File: src/rtl/riu_pkg.sv
// Shared encodings for the RIU multi-cycle core: opcodes, funct fields,
// ALU operation codes and the control FSM state type.
package riu_pkg;

  localparam logic [6:0] OP_R = 7'b0110011;
  localparam logic [6:0] OP_I = 7'b0010011;
  localparam logic [6:0] OP_U = 7'b0110111;

  localparam logic [6:0] FUNCT7_BASE = 7'b0000000;
  localparam logic [6:0] FUNCT7_ALT  = 7'b0100000;

  localparam logic [2:0] F3_ADD_SUB = 3'b000;
  localparam logic [2:0] F3_SLL     = 3'b001;
  localparam logic [2:0] F3_SRL_SRA = 3'b101;

  localparam logic [3:0] ALU_ADD  = 4'b0000;
  localparam logic [3:0] ALU_SLL  = 4'b0001;
  localparam logic [3:0] ALU_SLT  = 4'b0010;
  localparam logic [3:0] ALU_SLTU = 4'b0011;
  localparam logic [3:0] ALU_XOR  = 4'b0100;
  localparam logic [3:0] ALU_SRL  = 4'b0101;
  localparam logic [3:0] ALU_OR   = 4'b0110;
  localparam logic [3:0] ALU_AND  = 4'b0111;
  localparam logic [3:0] ALU_SUB  = 4'b1000;
  localparam logic [3:0] ALU_SRA  = 4'b1001;

  typedef enum logic [2:0] {
    ST_IDLE,
    ST_FETCH,
    ST_DECODE,
    ST_EXEC,
    ST_WB,
    ST_HALT
  } state_t;

endpackage

File: src/rtl/riu_alu_op_decode.sv
// Combinational instruction classifier: maps opcode/funct3/funct7 to the
// ALU operation, operand/write-back selects and a legality flag.
module riu_alu_op_decode
  import riu_pkg::*;
(
  input  logic [6:0] opcode,
  input  logic [2:0] funct3,
  input  logic [6:0] funct7,
  output logic [3:0] alu_op,
  output logic       alu_src_imm,
  output logic       wb_sel_imm,
  output logic       legal
);

  always_comb begin
    alu_op      = ALU_ADD;
    alu_src_imm = 1'b0;
    wb_sel_imm  = 1'b0;
    legal       = 1'b0;
    case (opcode)
      OP_R: begin
        if (funct7 == FUNCT7_BASE) begin
          alu_op = {1'b0, funct3};
          legal  = 1'b1;
        end else if (funct7 == FUNCT7_ALT && funct3 == F3_ADD_SUB) begin
          alu_op = ALU_SUB;
          legal  = 1'b1;
        end else if (funct7 == FUNCT7_ALT && funct3 == F3_SRL_SRA) begin
          alu_op = ALU_SRA;
          legal  = 1'b1;
        end
      end
      OP_I: begin
        alu_src_imm = 1'b1;
        // Only the shift-immediates constrain funct7 (it carries the shift type).
        case (funct3)
          F3_SLL: begin
            alu_op = ALU_SLL;
            legal  = (funct7 == FUNCT7_BASE);
          end
          F3_SRL_SRA: begin
            if (funct7 == FUNCT7_BASE) begin
              alu_op = ALU_SRL;
              legal  = 1'b1;
            end else if (funct7 == FUNCT7_ALT) begin
              alu_op = ALU_SRA;
              legal  = 1'b1;
            end
          end
          default: begin
            alu_op = {1'b0, funct3};
            legal  = 1'b1;
          end
        endcase
      end
      OP_U: begin
        wb_sel_imm = 1'b1;
        legal      = 1'b1;
      end
      default: legal = 1'b0;
    endcase
  end

endmodule

File: src/rtl/riu_multicycle_ctrl.sv
// Multi-cycle control FSM for the RIU core: fetch/decode/execute/write-back
// sequencing, registered ALU controls, sticky illegal flag and retire counter.
module riu_multicycle_ctrl
  import riu_pkg::*;
#(
  parameter int CNT_W = 32
) (
  input  logic             clk,
  input  logic             rst,
  input  logic             run,
  input  logic [6:0]       opcode,
  input  logic [2:0]       funct3,
  input  logic [6:0]       funct7,
  output logic             imem_req,
  input  logic             imem_ready,
  output logic             ir_we,
  output logic             pc_we,
  output logic             rf_we,
  output logic             alu_src_imm,
  output logic             wb_sel_imm,
  output logic [3:0]       alu_op,
  output logic             busy,
  output logic             illegal,
  output logic [CNT_W-1:0] retired
);

  state_t     state;
  state_t     state_next;
  logic [3:0] dec_alu_op;
  logic       dec_src_imm;
  logic       dec_wb_imm;
  logic       dec_legal;

  riu_alu_op_decode u_decode (
    .opcode      (opcode),
    .funct3      (funct3),
    .funct7      (funct7),
    .alu_op      (dec_alu_op),
    .alu_src_imm (dec_src_imm),
    .wb_sel_imm  (dec_wb_imm),
    .legal       (dec_legal)
  );

  always_ff @(posedge clk) begin
    if (rst) state <= ST_IDLE;
    else     state <= state_next;
  end

  always_comb begin
    state_next = state;
    imem_req   = 1'b0;
    ir_we      = 1'b0;
    rf_we      = 1'b0;
    pc_we      = 1'b0;
    busy       = 1'b1;
    case (state)
      ST_IDLE: begin
        busy = 1'b0;
        if (run) state_next = ST_FETCH;
      end
      ST_FETCH: begin
        imem_req = 1'b1;
        if (imem_ready) begin
          ir_we      = 1'b1;
          state_next = ST_DECODE;
        end
      end
      ST_DECODE: state_next = dec_legal ? ST_EXEC : ST_HALT;
      ST_EXEC:   state_next = ST_WB;
      ST_WB: begin
        rf_we      = 1'b1;
        pc_we      = 1'b1;
        state_next = run ? ST_FETCH : ST_IDLE;
      end
      ST_HALT: busy = 1'b0;
      default: begin
        busy       = 1'b0;
        state_next = ST_IDLE;
      end
    endcase
  end

  // ALU controls are captured once in DECODE and held until the next decode.
  always_ff @(posedge clk) begin
    if (rst) begin
      alu_op      <= ALU_ADD;
      alu_src_imm <= 1'b0;
      wb_sel_imm  <= 1'b0;
      illegal     <= 1'b0;
      retired     <= '0;
    end else begin
      if (state == ST_DECODE) begin
        if (dec_legal) begin
          alu_op      <= dec_alu_op;
          alu_src_imm <= dec_src_imm;
          wb_sel_imm  <= dec_wb_imm;
        end else begin
          illegal <= 1'b1;
        end
      end
      if (state == ST_WB) retired <= retired + CNT_W'(1);
    end
  end

endmodule

File: config.mk
export PLATFORM = sky130hd
export DESIGN_NAME = riu_multicycle_ctrl
export DESIGN_NICKNAME = d
export VERILOG_FILES = /design/src/rtl/riu_pkg.sv /design/src/rtl/riu_alu_op_decode.sv /design/src/rtl/riu_multicycle_ctrl.sv
export SDC_FILE = /design/constraint.sdc
export NUM_CORES = 1
export LEC_CHECK = 0
export ABC_AREA = 0
export BUFFER_PORTS_ARGS = -buffer_cell sky130_fd_sc_hd__buf_2
export CAP_MARGIN = 10
export CORE_AREA = 3 3 77 79
export CTS_CLUSTER_SIZE = 30
export DETAILED_ROUTE_END_ITERATION = 6
export DIE_AREA = 0 0 80 82
export GPL_ROUTABILITY_DRIVEN = 1
export SLEW_MARGIN = 10
export SYNTH_ARGS = -nofsm -noshare
export SYNTH_HDL_FRONTEND = slang
export SYNTH_SLANG_ARGS = --single-unit
File: constraint.sdc
create_clock -name clk -period 3.5 [get_ports clk]
set_input_delay 0.175 -clock clk [delete_from_list [all_inputs] [get_ports clk]]
set_output_delay 0.175 -clock clk [all_outputs]
set_load 0.01 [all_outputs]
* Word level (Yosys, flattened, before mapping)
Cells that the tools add are included.
Word-level totals: bits in registers 42, input bits 21, output and inout port bits 44, logic and storage cells 57
Operators by class: add/subtract/negate cells 1, eq/ne operators 13, muxes and demuxes 26, bitwise gates (word level) 2, reductions and logical operators 9
Operators with widths (number):
- 32-bit by 1-bit adder with 32-bit output (second input constant) | 1
- 7-bit by 6-bit == test with 1-bit output (second input constant) | 3
- 4-bit 2-to-1 mux | 5
- 3-bit case mux with 6 select lines | 1
- 4-bit case mux with 2 select lines | 2
- 1-bit 2-to-1 mux | 13
- 3-bit == test (second input constant) | 3
- 3-bit 2-to-1 mux | 3
- 7-bit by 5-bit == test with 1-bit output (second input constant) | 1
- 7-bit logical NOT | 1
- 3-bit by 1-bit == test with 1-bit output (second input constant) | 2
- 3-bit by 2-bit == test with 1-bit output (second input constant) | 2
- 3-bit logical NOT | 2
- 2-bit != test (second input constant) | 2
- 2-bit AND reduction | 2
- 4-bit OR reduction | 1
- 1-bit case mux with 3 select lines | 1
- 3-bit AND reduction | 1
- 1-bit logical AND | 2
- 1-bit inverter | 2
- 1-bit case mux with 2 select lines | 1

* Logic depth before layout (Yosys ltp)
Gate-level depths: netlist of run 1.
word-level depth 8, gate-level depth with buffers 7, mapped depth without buffers 5

* Hierarchy
From an unflattened synthesis of run 1, not the netlist that was laid out.
Second synthesis, totals: cell total of the unflattened synthesis 262, area, all modules 2232.1 um^2
By module, submodules not included:
- riu_multicycle_ctrl | times used 1, cells each 232, area each 2030.7 um^2, sequential area each 840.8 um^2
- riu_alu_op_decode | times used 1, cells each 30, area each 201.4 um^2, sequential area each 0.0 um^2

* Worst setup path before layout of run 1
Ideal clock, no wire load.
kind input-to-reg, from input port opcode[3], to register alu_op[3], setup time 0.060 ns, arrival 1.857 ns, data required time 3.440 ns, slack 1.583 ns, stages 6, path buffers 1, cells stage by stage nand2b_4 or4_1 buf_2 or4_4 a2111oi_2 a41o_1
Between the ends: cells in the longest elaborated chain, start to end 3, elaborated cells between the ends (all ways) 6, those cells by class eq/ne: 3; mux: 2; reduce/logical: 1
Ends and longest elaborated chain:
- start, declared | RTL line riu_multicycle_ctrl.sv:11 | input logic [6:0] opcode,
- 7-bit by 6-bit == test with 1-bit output / 7-bit by 5-bit == test with 1-bit output (equally long branches) | RTL line riu_alu_op_decode.sv:20 | case (opcode)
- 1-bit case mux with 3 select lines | RTL line riu_alu_op_decode.sv:20
- 2-bit AND reduction (no source line)
- end signal, assigned | RTL line riu_multicycle_ctrl.sv:94 | alu_op <= dec_alu_op;
- end, declared | RTL line riu_multicycle_ctrl.sv:21 | output logic [3:0] alu_op,
Parallel ways exist; a longest one is shown, timed or not. A chain may end at the register's enable or synchronous reset.

* Worst setup path after layout of run 1
from register state[2], to register retired[31]
Between the ends: cells in the longest elaborated chain, start to end 1
Ends and longest elaborated chain:
- start, declared | RTL line riu_multicycle_ctrl.sv:27 | state_t state;
- start signal, assigned | RTL line riu_multicycle_ctrl.sv:46 | else state <= state_next;
- 3-bit == test | RTL line riu_multicycle_ctrl.sv:101 | if (state == ST_WB) retired <= retired + CNT_W'(1);
- end signal, assigned | RTL line riu_multicycle_ctrl.sv:101
- end, declared | RTL line riu_multicycle_ctrl.sv:24 | output logic [CNT_W-1:0] retired
Every way passes these cells.

==> impl_metrics.tcl, run 1 <==
set metrics [dict create \
    status "completed" \
    pre_cts_ws_ps 1330 \
    clock_skew_ps 3.62 \
    setup_viol 0 \
    tritoncts "built" \
    rows 27 \
    worst_slew_pin_slew_ps 812 \
    worstSetupPathType "flop to flop" \
    multiInputGateArea_mm2 0.00120 \
    grt-ovfl-total 0 \
    cts-root-buf "clkbuf_8" \
    synth_warnings 0 \
    grt_usage_pct 15.8 \
    start_kind "flop" \
    report.final.slew_viol_count 0 \
    final.fill_count 570 \
    h-tree-depth 2 \
    areaGrowthSynthToFinish_pct 20.6 \
    async_reset_ff_share_pct 0 \
    ys_types 45 \
    worst_slack_ps 1320 \
    ctsResizeCount 0 \
    vias 2017 \
    post_cts_buffers 0 \
    worst_hold_path_type "input port to flop" \
    whs_path_depth 2 \
    synth_fp_nets 280 \
    clk_pin_slew_ps 70 \
    ioPinCount 65 \
    wl_per_cell_um 12.8 \
    hold_violations 0 \
    worstHoldStart "imem_ready" \
    gp_congestion 0.879 \
    insertion_delay_ps 280 \
    synth_edf_count 0 \
    seq_area_frac_synth_pct 39.4 \
    grt_pass1_wl_um 8300 \
    maxSlewHeadroom_pct 45.4 \
    syn_avg_cell_area_um2 8.27 \
    synth_area_mm2 0.00213 \
    ys_ff_latch 42 \
    antenna_found_initial 0 \
    antenna_left 0 \
    grt_setup_unrepaired "false" \
    cts_sinks 42 \
    hpwl_um 3570 \
    power.leakage_nw 1.02 \
    wl_um 4960 \
    grt_pass1_vias 1818 \
    num_antenna_cells 0 \
    r2r-start "state[2]" \
    register_area_um2 841 \
    worstSetupStartpoint "state[2]" \
    cp.arrival_ps 2330 \
    finalNetCount 338 \
    maxCapViolations 0 \
    syn_inst 258 \
    timing.setup.tns_ps 0 \
    via_per_inst 5.21 \
    r2r_cells 5 \
    cts_hold_buf 0 \
    drtIter0Drc 62 \
    coreArea_mm2 0.00541 \
    required_ps 3640 \
    r2r_slack_ps 1320 \
    worstSetupEndpointType "flop" \
    period_minus_slack_ps 2180 \
    clk_path_buf_depth 2 \
    regToRegEndpoint "retired[31]" \
    initial_utilization_pct 39.5 \
    cp_max_fo 15 \
    layout-drive-gt1-share_pct 24.8 \
    die_w_um 80 \
    die_area_mm2 0.00656 \
    fmax_mhz 458 \
    timing.final.crit_share_pct 62.4 \
    route.detailed.drc 0 \
    grt_max_degree 42 \
    cts_made_buffers 5 \
    dr.pass1.iters 5 \
    io_buffers 64 \
    peakVddDrop_mv 0.241 \
    synth_flop_cell "dfxtp_1" \
    power.density_mw_per_mm2 329 \
    hold_end "state[1]" \
    die_y_um 82 \
]
synthesized netlist by cell type (8+ instances only):
| cell | number | share of area (%) |
|---|---|---|
| nor2_1 | 33 | 5.8 |
| inv_1 | 9 | 1.6 |
| nand3_1 | 9 | 2.1 |
| clkbuf_1 | 11 | 1.9 |
| a21oi_1 | 11 | 2.6 |
| nand2_1 | 20 | 3.5 |
| dfxtp_1 | 42 | 39 |
| nor3_1 | 8 | 1.9 |
| o21ai_0 | 11 | 2.6 |
| xnor2_1 | 23 | 9.4 |
| nor4_1 | 14 | 4.1 |
logic make-up (layout without fill, tap and decap cells):
family | Yosys count | after routing | synth area share [%]
compound gates | 38 | 38 | 11.9
fa+ha+maj | 1 | 1 | 0.586
xor+xnor | 27 | 27 | 11.1
mux | 1 | 1 | 0.469
flops | 42 | 42 | 39.4
buf+inv | 22 | 79 | 4.11
simple gates | 127 | 127 | 32.4
cell type report:
class / instances / share of cell area [%]
clock buffers: 6 / 3.21
inverters: 9 / 1.31
multi-input cells: 194 / 46.8
flip-flops and latches: 42 / 32.7
well taps: 72 / 3.50
repair buffers: 64 / 12.5
metal layers:
layer	GRT usage [%]	part of all wire (%)	up-vias
li1	-	-	1030
met1	20.7	48	930
met2	25.7	46	55
met3	4.39	5.5	2
met4	3.89	0.63	0
met5	0	0	-
metrics by stage:
stage	total power [mW]	cells	area (um2)	utilization (%)	hold slack, ps
2_1_floorplan	0.530	258	2130	-	301
3_3_place_gp	0.557	381	2490	46.1	428
3_5_place_dp	0.557	381	2490	46.1	437
4_1_cts	0.859	387	2570	47.6	150
5_1_grt	0.890	387	2570	47.6	159
6_report	0.847	387	2570	47.6	160
worst max-delay path: stages, from the launching register on:
cell      delay (ps)
dfxtp_1          480
and4bb_2         330
nand4_1          510
nor4_1           500
xnor2_1          170
nor2_1            50
power by group:
part / internal (mW) / switching [mW] / total [mW]
sequential: 0.480 / 0.00496 / 0.485
combinational: 0.0261 / 0.0346 / 0.0608
clock: 0.152 / 0.149 / 0.301
how the worst max path moves through the flow:
stage	to	slack (ps)	cells past startpoint
final	retired[31]	1320	5
after global routing	retired[30]	1060	5
after CTS	retired[20]	1300	5
after detailed placement	retired[20]	1330	5
after global placement	alu_op[3]	1420	6
after floorplan	alu_op[3]	1580	6
layout by cell type, fill, tap and decap left out, types with 9 or more instances in the layout:
cell type,n
inv_1,9
a21oi_1,11
nand3_1,9
nor2_1,33
dfxtp_1,42
nor4_1,14
nand2_1,20
xnor2_1,23
buf_2,64
o21ai_0,11
state kept, by name, summed over array words and instances, names as in the netlist:
register,count
retired,32
alu_op,4
state,3
alu_src_imm,1
illegal,1
wb_sel_imm,1
Note: power is estimated with default switching activity, not from simulation.
==> run 2: changes to the inputs <==
clock period = 2.15 ns   (was 3.5 ns; I/O delays follow)
==> impl_metrics.tcl, run 2 (synthesized netlist as in run 1, its figures left out) <==
set metrics [dict create \
    power.density_mw_per_mm2 524 \
    fmax_mhz 541 \
    grt_pass1_wl_um 7780 \
    antenna_left 0 \
    grt-ovfl-total 0 \
    utilization_pct 49.1 \
    required_ps 2310 \
    endpoint "retired[31]" \
    rows 27 \
    initial_utilization_pct 39.5 \
    grt_setup_unrepaired "false" \
    ioPinCount 65 \
    use_met1_pct 19.1 \
    h-tree-depth 2 \
    die_area_mm2 0.00656 \
    timing.final.crit_share_pct 86.0 \
    timing.setup.tns_ps 0 \
    period_minus_slack_ps 1850 \
    gp_congestion 0.822 \
    ctsResizeCount 0 \
    io_buffers 64 \
    dr.pass1.iters 4 \
    maxCapViolations 0 \
    final_common_cell "buf_2" \
    antenna_found_initial 0 \
    cp_max_fo 9 \
    finalNetCount 349 \
    worstSetupPathType "flop to flop" \
    hpwl_um 3490 \
    cts_hold_buf 0 \
    busiest_layer "met2" \
    grt_pass1_vias 1759 \
    wl_per_cell_um 11.6 \
    clk_pin_slew_ps 80 \
    maxSlewHeadroom_pct 69.5 \
    grt_usage_pct 14.8 \
    cts_sinks 42 \
    cts-root-buf "clkbuf_8" \
    dpl.cell_count 392 \
    power.leakage_nw 1.07 \
    via_per_inst 5.16 \
    final_cells 398 \
    cts_made_buffers 5 \
    r2r-start "retired[17]" \
    status "completed" \
    route.detailed.drc 0 \
    grtUsageMet2_pct 24.3 \
    layout-drive-gt1-share_pct 27.3 \
    clock_skew_ps 5.30 \
    top_regs "retired: 32 flops, alu_op: 4 flops, state: 3 flops" \
    coreArea_mm2 0.00541 \
    clk_path_buf_depth 2 \
    areaGrowthSynthToFinish_pct 24.5 \
    num_antenna_cells 0 \
    wl_um 4640 \
    regToRegEndpoint "retired[31]" \
    layout_common_cells "buf_2 (64), dfxtp_1 (42), nor2_1 (33)" \
    start_kind "flop" \
    tritoncts "built" \
    largest_register_ffs 32 \
    cp.arrival_ps 2010 \
    die_w_um 80 \
    setup_viol 0 \
    post_cts_buffers 0 \
    r2r_cells 5 \
    worst_hold_path_type "input port to flop" \
    final.fill_count 554 \
    drtIter0Drc 60 \
    r2r_slack_ps 300 \
    vias 2053 \
    top_register "retired" \
    worstSetupEndpointType "flop" \
    worstSetupStartpoint "retired[17]" \
    grtUsageMet3_pct 3.51 \
    peakVddDrop_mv 0.261 \
    die_y_um 82 \
    worst_slew_pin_slew_ps 457 \
    insertion_delay_ps 290 \
    report.final.slew_viol_count 0 \
    grt_max_degree 24 \
    hold_violations 0 \
]
==> run 2: cell count changes in the layout (fill, tap and decap cells not counted), sizes merged <==
cell	delta
buf	+11
==> run 2: worst min path at each step <==
stage                     endpoint  startpoint  depth (start not counted)
after floorplan           state[1]  imem_ready                          1
after global placement    state[1]  imem_ready                          2
after detailed placement  state[1]  imem_ready                          2
after CTS                 state[1]  imem_ready                          2
after global routing      state[1]  imem_ready                          2
final                     state[1]  imem_ready                          2
==> run 2: critical path, cell delays in order (launching register included) <==
cell and delay [ps]:
dfxtp_1 410, nand4_1 160, or3_1 540, nor4_1 400, xnor2_1 160, nor2_1 50
==> run 2: per-stage QoR <==
step	total power, mW	hold slack, ps	area, um2	setup slack [ps]
after floorplan	0.863	233	2130	300
after CTS	1.41	63.4	2660	309
after detailed placement	0.913	367	2570	238
after global routing	1.45	79.5	2660	113
final	1.39	70.9	2660	300
after global placement	0.914	369	2570	279
==> run 2: report_power, final <==
group / internal [mW] / leakage, nW / total [mW] / switching (mW)
Sequential: 0.782 / 0.339 / 0.785 / 0.00259
Clock: 0.248 / 0.0431 / 0.496 / 0.249
Combinational: 0.0483 / 0.693 / 0.110 / 0.0619
==> run 2: layout make-up <==
cell class,instances,area (um2),share of cell area (%)
Sequential cell,42,841,31.7
Clock buffer,6,82.6,3.11
Tap cell,72,90.1,3.39
Multi-Input combinational cell,194,1200,45.4
Inverter,9,33.8,1.27
Timing Repair Buffer,75,403,15.2
==> run 2: layer usage <==
metal	vias to the layer above	part of all wire, %
met1	929	47
met2	59	45
met4	0	1.1
li1	1056	-
met5	-	0
met3	9	6.5
==> run 3: changes to the inputs <==
MAX_ROUTING_LAYER = met4   (was not set)
PLACE_DENSITY = 0.7   (was not set)
==> impl_metrics.tcl, run 3 (synthesized netlist as in run 1, its figures left out) <==
set metrics [dict create \
    status "completed" \
    timing.final.crit_share_pct 87.9 \
    coreArea_mm2 0.00541 \
    worst_slew_pin_slew_ps 455 \
    num_antenna_cells 0 \
    timing.setup.tns_ps 0 \
    crit_path_cell_trace "and4_1 -> nand3_1 -> buf_4 -> nor4_1 -> xnor2_1 -> nor2_1" \
    required_ps 2330 \
    post_cts_buffers 0 \
    layout_common_cells "buf_2 (64), dfxtp_1 (42), nor2_1 (33)" \
    via_per_inst 5.17 \
    route.detailed.drc 0 \
    rows 27 \
    peakVddDrop_mv 0.195 \
    insertion_delay_ps 280 \
    antenna_found_initial 0 \
    cpPeakStageDelay_ps 420 \
    report.final.slew_viol_count 0 \
    gp_congestion 0.911 \
    power.density_mw_per_mm2 526 \
    slowest_stage "dfxtp_1" \
    die_area_mm2 0.00656 \
    top_regs "retired: 32 flops, alu_op: 4 flops, state: 3 flops" \
    fmax_mhz 529 \
    grt-ovfl-total 0 \
    worstSetupPathType "flop to flop" \
    io_buffers 64 \
    worstSetupStartpoint "retired[9]" \
    hold_violations 0 \
    cts_sinks 42 \
    maxCapViolations 0 \
    start_kind "flop" \
    layout-drive-gt1-share_pct 27.4 \
    cp_max_fo 10 \
    power.leakage_nw 1.08 \
    largest_register_ffs 32 \
    hpwl_um 3700 \
    ctsResizeCount 0 \
    r2r_cells 6 \
    regToRegEndpoint "retired[20]" \
    grt_usage_pct 16.3 \
    final_cells 400 \
    die_y_um 82 \
    cts_made_buffers 5 \
    dr.pass1.iters 5 \
    ioPinCount 65 \
    grt_pass1_wl_um 8470 \
    clk_pin_slew_ps 80 \
    endpoint "retired[20]" \
    worstSetupEndpointType "flop" \
    wl_um 4980 \
    final_common_cell "buf_2" \
    initial_utilization_pct 39.5 \
    drtIter0Drc 103 \
    r2r_slack_ps 260 \
    setup_viol 0 \
    areaGrowthSynthToFinish_pct 24.9 \
    grt_setup_unrepaired "false" \
    maxSlewHeadroom_pct 69.4 \
    clk_path_buf_depth 2 \
    wl_per_cell_um 12.5 \
    top_register "retired" \
    dpl.cell_count 392 \
    cp.arrival_ps 2070 \
    timing.hold.ws_ps 66.3 \
    antenna_left 0 \
    clock_skew_ps 4.55 \
    die_w_um 80 \
    r2r-start "retired[9]" \
    h-tree-depth 2 \
    finalNetCount 349 \
    period_minus_slack_ps 1890 \
    grt_max_degree 22 \
    tritoncts "built" \
    grt_pass1_vias 1886 \
    cts_hold_buf 0 \
    vias 2066 \
    worstHoldStart "imem_ready" \
    cts-root-buf "clkbuf_8" \
    worst_hold_path_type "input port to flop" \
]
## run 3: worst min-delay path by stage
stage,cells past startpoint,to
floorplan,1,state[1]
global placement,2,state[1]
detailed placement,2,state[1]
CTS,2,state[1]
global route,2,state[1]
finish,2,state[1]
## run 3: layer usage
metal  routed length [um]  global-route usage, %  up-vias
li1                     -                      -     1060
met1                 2320                   20.1      920
met2                 2270                   26.7       78
met3                  328                   3.40        8
met4                   62                   5.24        0
met5                    0                      -        -
## run 3: final cells by class
cell class	count	area, um2
fillers	545	2740
multi-input cells	194	1200
flip-flops and latches	42	841
repair buffers	75	403
well taps	72	90.1
clock buffers	7	86.3
inverters	9	33.8
clock inverters	1	5.00
## run 3: power breakdown
group	switching, mW	internal [mW]	leakage (nW)
clock network	0.249	0.259	0.0482
logic	0.0584	0.0453	0.695
registers	0.00726	0.782	0.339
total	0.315	1.09	1.08
## run 3: worst max-delay path, delay by kind of cell, from the launching register on
family / cells / cell delay [ps]
simple gates: 4 / 920
xor+xnor: 1 / 160
flops: 1 / 420
buf+inv: 1 / 290
## run 3: per-stage QoR
stage | power [mW] | utilization [%] | setup WS (ps) | instance area, um2
floorplan | 0.863 | - | 300 | 2130
global placement | 0.910 | 47.6 | 261 | 2570
detailed placement | 0.911 | 47.6 | 194 | 2570
CTS | 1.43 | 49.3 | 275 | 2660
global route | 1.48 | 49.3 | 135 | 2660
finish | 1.40 | 49.3 | 260 | 2660
